--- src/rtl/random_pick.sv ---
// Draws a uniformly distributed hole index from a free-running random byte stream
// by rejection sampling, never repeating the previously delivered index.
module random_pick #(
  parameter int NUM_HOLES = 9,
  parameter int IDX_W     = 4,
  parameter int MAX_TRIES = 16
) (
  input  logic             clock,
  input  logic             reset,
  input  logic [7:0]       rand_byte,
  input  logic             req,
  output logic             busy,
  output logic             pick_valid,
  output logic [IDX_W-1:0] pick,
  output logic             fallback
);

  localparam int TRY_W = $clog2(MAX_TRIES + 1);
  localparam logic [IDX_W:0]   HOLES_W  = (IDX_W + 1)'(NUM_HOLES);
  localparam logic [IDX_W-1:0] LAST_IDX = IDX_W'(NUM_HOLES - 1);
  localparam logic [IDX_W-1:0] ZERO_IDX = {IDX_W{1'b0}};
  localparam logic [TRY_W-1:0] LAST_TRY = TRY_W'(MAX_TRIES - 1);
  localparam logic [TRY_W-1:0] TRY_SAT  = TRY_W'(MAX_TRIES);

  typedef enum logic [1:0] {
    IDLE   = 2'd0,
    SAMPLE = 2'd1,
    DONE   = 2'd2
  } state_t;

  state_t           state_r, state_next_s;
  logic [TRY_W-1:0] tries_r, tries_next_s;
  logic             have_last_r, have_last_next_s;
  logic [IDX_W-1:0] pick_r, pick_next_s;
  logic             fallback_r, fallback_next_s;
  logic             busy_r, pick_valid_r;

  logic [IDX_W-1:0] cand_s;
  logic             accept_s;
  logic [IDX_W-1:0] fallback_idx_s;
  logic             unused_s;

  assign cand_s   = rand_byte[IDX_W-1:0];
  assign unused_s = ^rand_byte[7:IDX_W];

  // Candidate is legal when in range and different from the last delivered index
  assign accept_s = ({1'b0, cand_s} < HOLES_W) && !(have_last_r && (cand_s == pick_r));

  // Fallback steps past the previous pick (wrapping) so it can never repeat it
  always_comb begin
    fallback_idx_s = ZERO_IDX;
    if (!have_last_r) begin
      fallback_idx_s = ZERO_IDX;
    end else if (pick_r == LAST_IDX) begin
      fallback_idx_s = ZERO_IDX;
    end else begin
      fallback_idx_s = pick_r + IDX_W'(1);
    end
  end

  // Next-state and next-datapath logic
  always_comb begin
    state_next_s     = state_r;
    tries_next_s     = tries_r;
    have_last_next_s = have_last_r;
    pick_next_s      = pick_r;
    fallback_next_s  = fallback_r;
    case (state_r)
      IDLE: begin
        if (req) begin
          state_next_s = SAMPLE;
          tries_next_s = {TRY_W{1'b0}};
        end else begin
          state_next_s = IDLE;
        end
      end
      SAMPLE: begin
        if (accept_s) begin
          pick_next_s     = cand_s;
          fallback_next_s = 1'b0;
          state_next_s    = DONE;
        end else if (tries_r == LAST_TRY) begin
          pick_next_s     = fallback_idx_s;
          fallback_next_s = 1'b1;
          state_next_s    = DONE;
        end else if (tries_r == TRY_SAT) begin
          tries_next_s = tries_r;
        end else begin
          tries_next_s = tries_r + TRY_W'(1);
        end
      end
      DONE: begin
        have_last_next_s = 1'b1;
        state_next_s     = IDLE;
      end
      default: begin
        state_next_s = IDLE;
      end
    endcase
  end

  // FSM state register
  always_ff @(posedge clock) begin
    if (reset) begin
      state_r <= IDLE;
    end else begin
      state_r <= state_next_s;
    end
  end

  // Datapath and registered outputs; status flags follow the upcoming state
  always_ff @(posedge clock) begin
    if (reset) begin
      tries_r      <= {TRY_W{1'b0}};
      have_last_r  <= 1'b0;
      pick_r       <= ZERO_IDX;
      fallback_r   <= 1'b0;
      busy_r       <= 1'b0;
      pick_valid_r <= 1'b0;
    end else begin
      tries_r      <= tries_next_s;
      have_last_r  <= have_last_next_s;
      pick_r       <= pick_next_s;
      fallback_r   <= fallback_next_s;
      busy_r       <= (state_next_s != IDLE);
      pick_valid_r <= (state_next_s == DONE);
    end
  end

  assign busy       = busy_r;
  assign pick_valid = pick_valid_r;
  assign pick       = pick_r;
  assign fallback   = fallback_r;

endmodule

--- config.mk ---
export PLATFORM = sky130hd
export DESIGN_NAME = random_pick
export DESIGN_NICKNAME = d
export VERILOG_FILES = /design/src/rtl/random_pick.sv
export SDC_FILE = /design/constraint.sdc
export NUM_CORES = 1
export LEC_CHECK = 0
export ABC_AREA = 1
export BUFFER_PORTS_ARGS = -buffer_cell sky130_fd_sc_hd__buf_4
export CAP_MARGIN = 10
export CORE_MARGIN = 2
export CORE_UTILIZATION = 45
export DETAILED_ROUTE_END_ITERATION = 12
export GPL_ROUTABILITY_DRIVEN = 1
export PLACE_DENSITY_LB_ADDON = 0.15
export SETUP_SLACK_MARGIN = 0.2
export SYNTH_ARGS = -nofsm -noshare
export SYNTH_HDL_FRONTEND = slang
export SYNTH_SLANG_ARGS = --single-unit
--- constraint.sdc ---
create_clock -name clock -period 2.2 [get_ports clock]
set_input_delay 0.11 -clock clock [delete_from_list [all_inputs] [get_ports clock]]
set_output_delay 0.11 -clock clock [all_outputs]
set_load 0.01 [all_outputs]
* Word level (Yosys, flattened, before mapping) *
Index checks and enable logic that the tools add are counted.
W data, S select, Z words.

storage, ports and cells
  flip-flop bits (word level) = 15
  input port bits = 11
  output and inout port bits = 7
  logic and storage cells = 45

cells by class
  $add $sub $neg = 2
  magnitude comparators = 1
  equal/unequal tests = 11
  multiplexer cells = 15
  reduce and logical (&&, ||, !) cells = 9

operators with widths
  operator               number
  $mux W5                4
  $mux W4                4
  $pmux W5 S2            1
  $ne A2 B2 Y1 const B   4
  $reduce_bool A2 Y1     3
  $add A5 B1 Y5 const B  1
  $eq A5 B4 Y1 const B   1
  $eq A5 B5 Y1 const B   1
  $reduce_and A5 Y1      1
  $add A4 B1 Y4 const B  1
  $eq A2 B2 Y1 const B   2
  $eq A4 B4 Y1           1
  $eq A4 B4 Y1 const B   1
  $lt A4 B4 Y1 const B   1
  $mux W2                2
  $pmux W2 S2            1
  $mux W1                3
  $eq A2 B1 Y1 const B   1
  $logic_and A1 B1 Y1    2
  $logic_not A2 Y1       1
  $reduce_and A2 Y1      1
  $logic_not A1 Y1       1

* Logic depth before layout (Yosys ltp) *
  depth in word-level cells = 7
  depth in mapped cells = 11
  mapped depth without buffers = 11

* Worst setup path before layout *
Ideal clock, no wire load.

  path type = register to register
  from = register tries_r[0]
  to = register tries_r[1]
  library setup time = 0.064 ns
  arrival = 1.420 ns
  required time = 2.136 ns
  path slack = 0.716 ns
  stages on the path, launching flop included = 12
  cells stage by stage = dfxtp_1 -> ha_1 -> nand2_1 -> nor2_1 -> ha_1 -> inv_1 -> nor2_8 -> inv_2 -> nand3_2 -> nand2_1 -> clkinv_1 -> nor2_1

on the way
  longest elaborated chain between the ends = 5

RTL lines
  element                 line  text
  from (decl)             32    logic [TRY_W-1:0] tries_r, tries_next_s;
  from (signal assigned)  114   tries_r <= {TRY_W{1'b0}};
  from (signal assigned)  121   tries_r <= tries_next_s;
  $add A5 B1 Y5           89    tries_next_s = tries_r + TRY_W'(1);
  $mux W5                 86    end else if (tries_r == TRY_SAT) begin
  $mux W5                 82    end else if (tries_r == LAST_TRY) begin
  $mux W5                 78    if (accept_s) begin
  $pmux W5 S2             68    case (state_r)

Several ways; a longest one is shown, not always the timed one. The select of a mux whose other input is x is not followed.
A chain may end at the register's enable or synchronous reset.

* Worst setup path after layout *
  from = register pick_r[0] (netlist: pick[0])
  to = register tries_r[2]

on the way
  longest elaborated chain between the ends = 6

RTL lines
  element                             line  text
  from (decl)                         34    logic [IDX_W-1:0] pick_r, pick_next_s;
  from (signal assigned)              123   pick_r <= pick_next_s;
  $eq A4 B4 Y1                        47    assign accept_s = ({1'b0, cand_s} < HOLES_W) && !(have_last_r && (cand_s == pick_r));
  $logic_and A1 B1 Y1                 47
  $logic_not A1 Y1                    47
  $logic_and A1 B1 Y1                 47
  $ne A2 B2 Y1 (no source line)       n/a
  $reduce_and A5 Y1 (no source line)  n/a

Every way passes these cells.

==> impl_metrics.toml <==
[timing]
slew_headroom = 0.688
finalSetupTns_ns = 0
skew_ns = 0.00485
maxSlewViolCount = 0
hold_violations = 0
timing.final.crit_period_ns = 1.73
worstMarginPinSlew_ns = 0.462
setup_viol = 0
min_period_over_period = 0.785
max_freq_ghz = 0.579
rsz0062_at_grt = "false"

[logic_synthesis]
synth_compound_area_frac = 0.0816
synthAdderAreaFrac = 0.0648
synthArstFlopShare = 0
synth_top_area_share = 0.311
yosysWarnings = 0
synth_seq_cells = 15
synthMuxAreaShare = 0
ys_top_cells_by_area = "dfxtp_1 (31%), nand2_1 (14%), nor2_1 (8.5%), nand3_1 (7.3%), ha_1 (6.5%)"
netlist_top_cells_count = "nand2_1 (37), nor2_1 (22), inv_1 (16), dfxtp_1 (15), nand3_1 (14)"
synth_top_family_by_area = "simple AND/OR/NAND/NOR gates"
synth-edff-count = 0
synth_xor_xnor_area_share = 0.0272
synth_simple_gate_area_frac = 0.403
synth_most_common_cell = "nand2_1"
syn_avg_cell_area_um2 = 6.71
synthesis.area_um2 = 966
ys_seq_area_frac = 0.311
ys_types = 24
ys.flop_type = "dfxtp_1"
syn_nets = 160
synth_top_area_cell = "dfxtp_1"
synthCells = 144

[clock_tree]
cts-root-buf = "clkbuf_4"
clockBufferDepth = 2
cts_hold_buf = 0
insertion_delay_ns = 0.29
numClockSinks = 15
numCtsBuffers = 3
cts-resized-gates = 0
htreeDepth = 1
cts_tree = "built"
clkTransAtPathRegs_ns = 0.09
cts_setup_buffers = 0

[power]
ir_worst_vdd_mv = 0.420
power_density_mw_per_mm2 = 563
p_comb_frac = 0.244
internal-power_mw = 0.423
p_clk_frac = 0.256
p_sw_mw = 0.203
finalPower_mw = 0.626
power.leakage_nw = 0.582
p_seq_frac = 0.499
switching_share = 0.324

[final_layout]
final_area_mm2 = 0.00111
syn_to_final_growth_pct = 15.2
antenna_cells = 0
fin_util = 0.556
layout-drive-gt1-share = 0.175
final_nets = 177
fillerInstances = 213
stdcell_count = 187

[critical_path]
critPathCapture = "tries_r[2]"
crit_family = "simple AND/OR/NAND/NOR gates"
max_stage_delay_ns = 0.43
r2r-end = "tries_r[2]"
rrSetupSlack_ns = 0.47
worst_r2r_startpoint = "pick[0]"
critical_path_required_ns = 2.43
crit_arrival_ns = 1.96
crit_path_start = "pick[0]"
crit_buf_inv = 2
r2r_cells = 10
path_class = "reg -> reg"
cp-end-kind = "flop"
crit_chain = "inv_2 > nand2_1 > nand2_1 > nor2_1 > nand3_1 > nand3_1 > nand3_2 > nand2_1 > clkinv_1 > nor2_1"
cp_slowest_cell = "dfxtp_1"
startpoint_type = "flop"
crit_top_cell = "nand2_1"
crit_cells = 10
worst-path-max-fanout = 11

[placement]
dp_hpwl_um = 1560
routabilityCongestion = 0.849
place_area_mm2 = 0.00109
numPortBuffers = 13
dp_cells = 183

[routing]
viasPerCell = 4.84
drc_errors = 0
ant_nets = 0
num_vias = 906
first_pass_iters = 4
drt-total-wl_um = 2000
wl_per_cell_um = 10.7
first_iter_violations = 18

[die]
die-width_um = 50.3
core_mm2 = 0.00200
die_h_um = 50.3
die-area_mm2 = 0.00253
fp-row-count = 16
start_util = 0.482
io_pins = 18

[global_routing]
grt_pass1_vias = 822
grt_usage = 0.185
antenna_found_initial = 0
grt_pass1_wl_um = 3570
grt_max_degree = 12
grt_overflow_total = 0

[flow_run]
max_cap_violations = 0

[run_status]
status = "completed"

[min_path]
hp-class = "in -> reg"
[cells in the final DEF (no fill, tap or decap), drive strengths merged, types with 3 or more instances in the layout]
cell	Yosys	layout
nor2	24	24
nand2	37	37
nand4	6	6
nand3	15	15
inv	22	22
clkbuf	0	4
buf	1	13
a21oi	3	3
ha	5	5
clkinv	4	4
dfxtp	15	15
[how the worst min path moves through the flow]
| stage | start | to | cells after the start |
|---|---|---|---|
| floorplan | reset | state_r[0] | 1 |
| global placement | reset | state_r[0] | 2 |
| detailed placement | reset | state_r[1] | 2 |
| CTS | reset | state_r[1] | 2 |
| global route | reset | have_last_r | 2 |
| finish | reset | state_r[1] | 2 |
[cell type report]
cell class                 instances  area [um2]  share of cell area
multi-input combinational        102         557               0.501
tap                               27        33.8              0.0304
clock buffer                       4        26.3              0.0236
timing repair buffer              13        97.6              0.0877
inverter                          26        97.6              0.0877
sequential                        15         300               0.270
[metal layers]
metal,vias up,routed length (um),global-route usage
met5,-,0,0
met4,0,15,0.0811
met3,2,91,0.0357
met2,17,926,0.276
met1,401,965,0.258
li1,486,-,-
[state kept, by name, summed over array words and instances (netlist names)]
signal       count
busy             1
tries_r          5
fallback         1
have_last_r      1
state_r          2
pick             4
pick_valid       1
[per-stage QoR]
stage,hold slack (ns),worst slack [ns]
after floorplan,0.179,0.716
after CTS,0.00164,0.472
after global routing,0.0135,0.232
after global placement,0.322,0.537
final,0.0121,0.473
after detailed placement,0.320,0.506
[logic make-up after synthesis]
| logic type | after synthesis |
|---|---|
| flops | 15 |
| buf+inv | 27 |
| xor+xnor | 3 |
| compound gates | 9 |
| fa+ha+maj | 5 |
| simple gates | 85 |
[worst reg2reg max path, stage by stage, from the launching register on]
cell and delay [ns]:
dfxtp_1 0.43, inv_2 0.09, nand2_1 0.06, nand2_1 0.05, nor2_1 0.10, nand3_1 0.13, nand3_1 0.35, nand3_2 0.21
nand2_1 0.12, clkinv_1 0.06, nor2_1 0.09
[power by group through the flow]
stage,clock network (mW),registers (mW),logic [mW]
floorplan,0,0.317,0.108
global placement,0,0.318,0.148
detailed placement,0,0.318,0.153
CTS,0.168,0.312,0.154
global route,0.178,0.316,0.176
finish,0.160,0.313,0.153
Note: power is estimated with default switching activity, not from simulation.
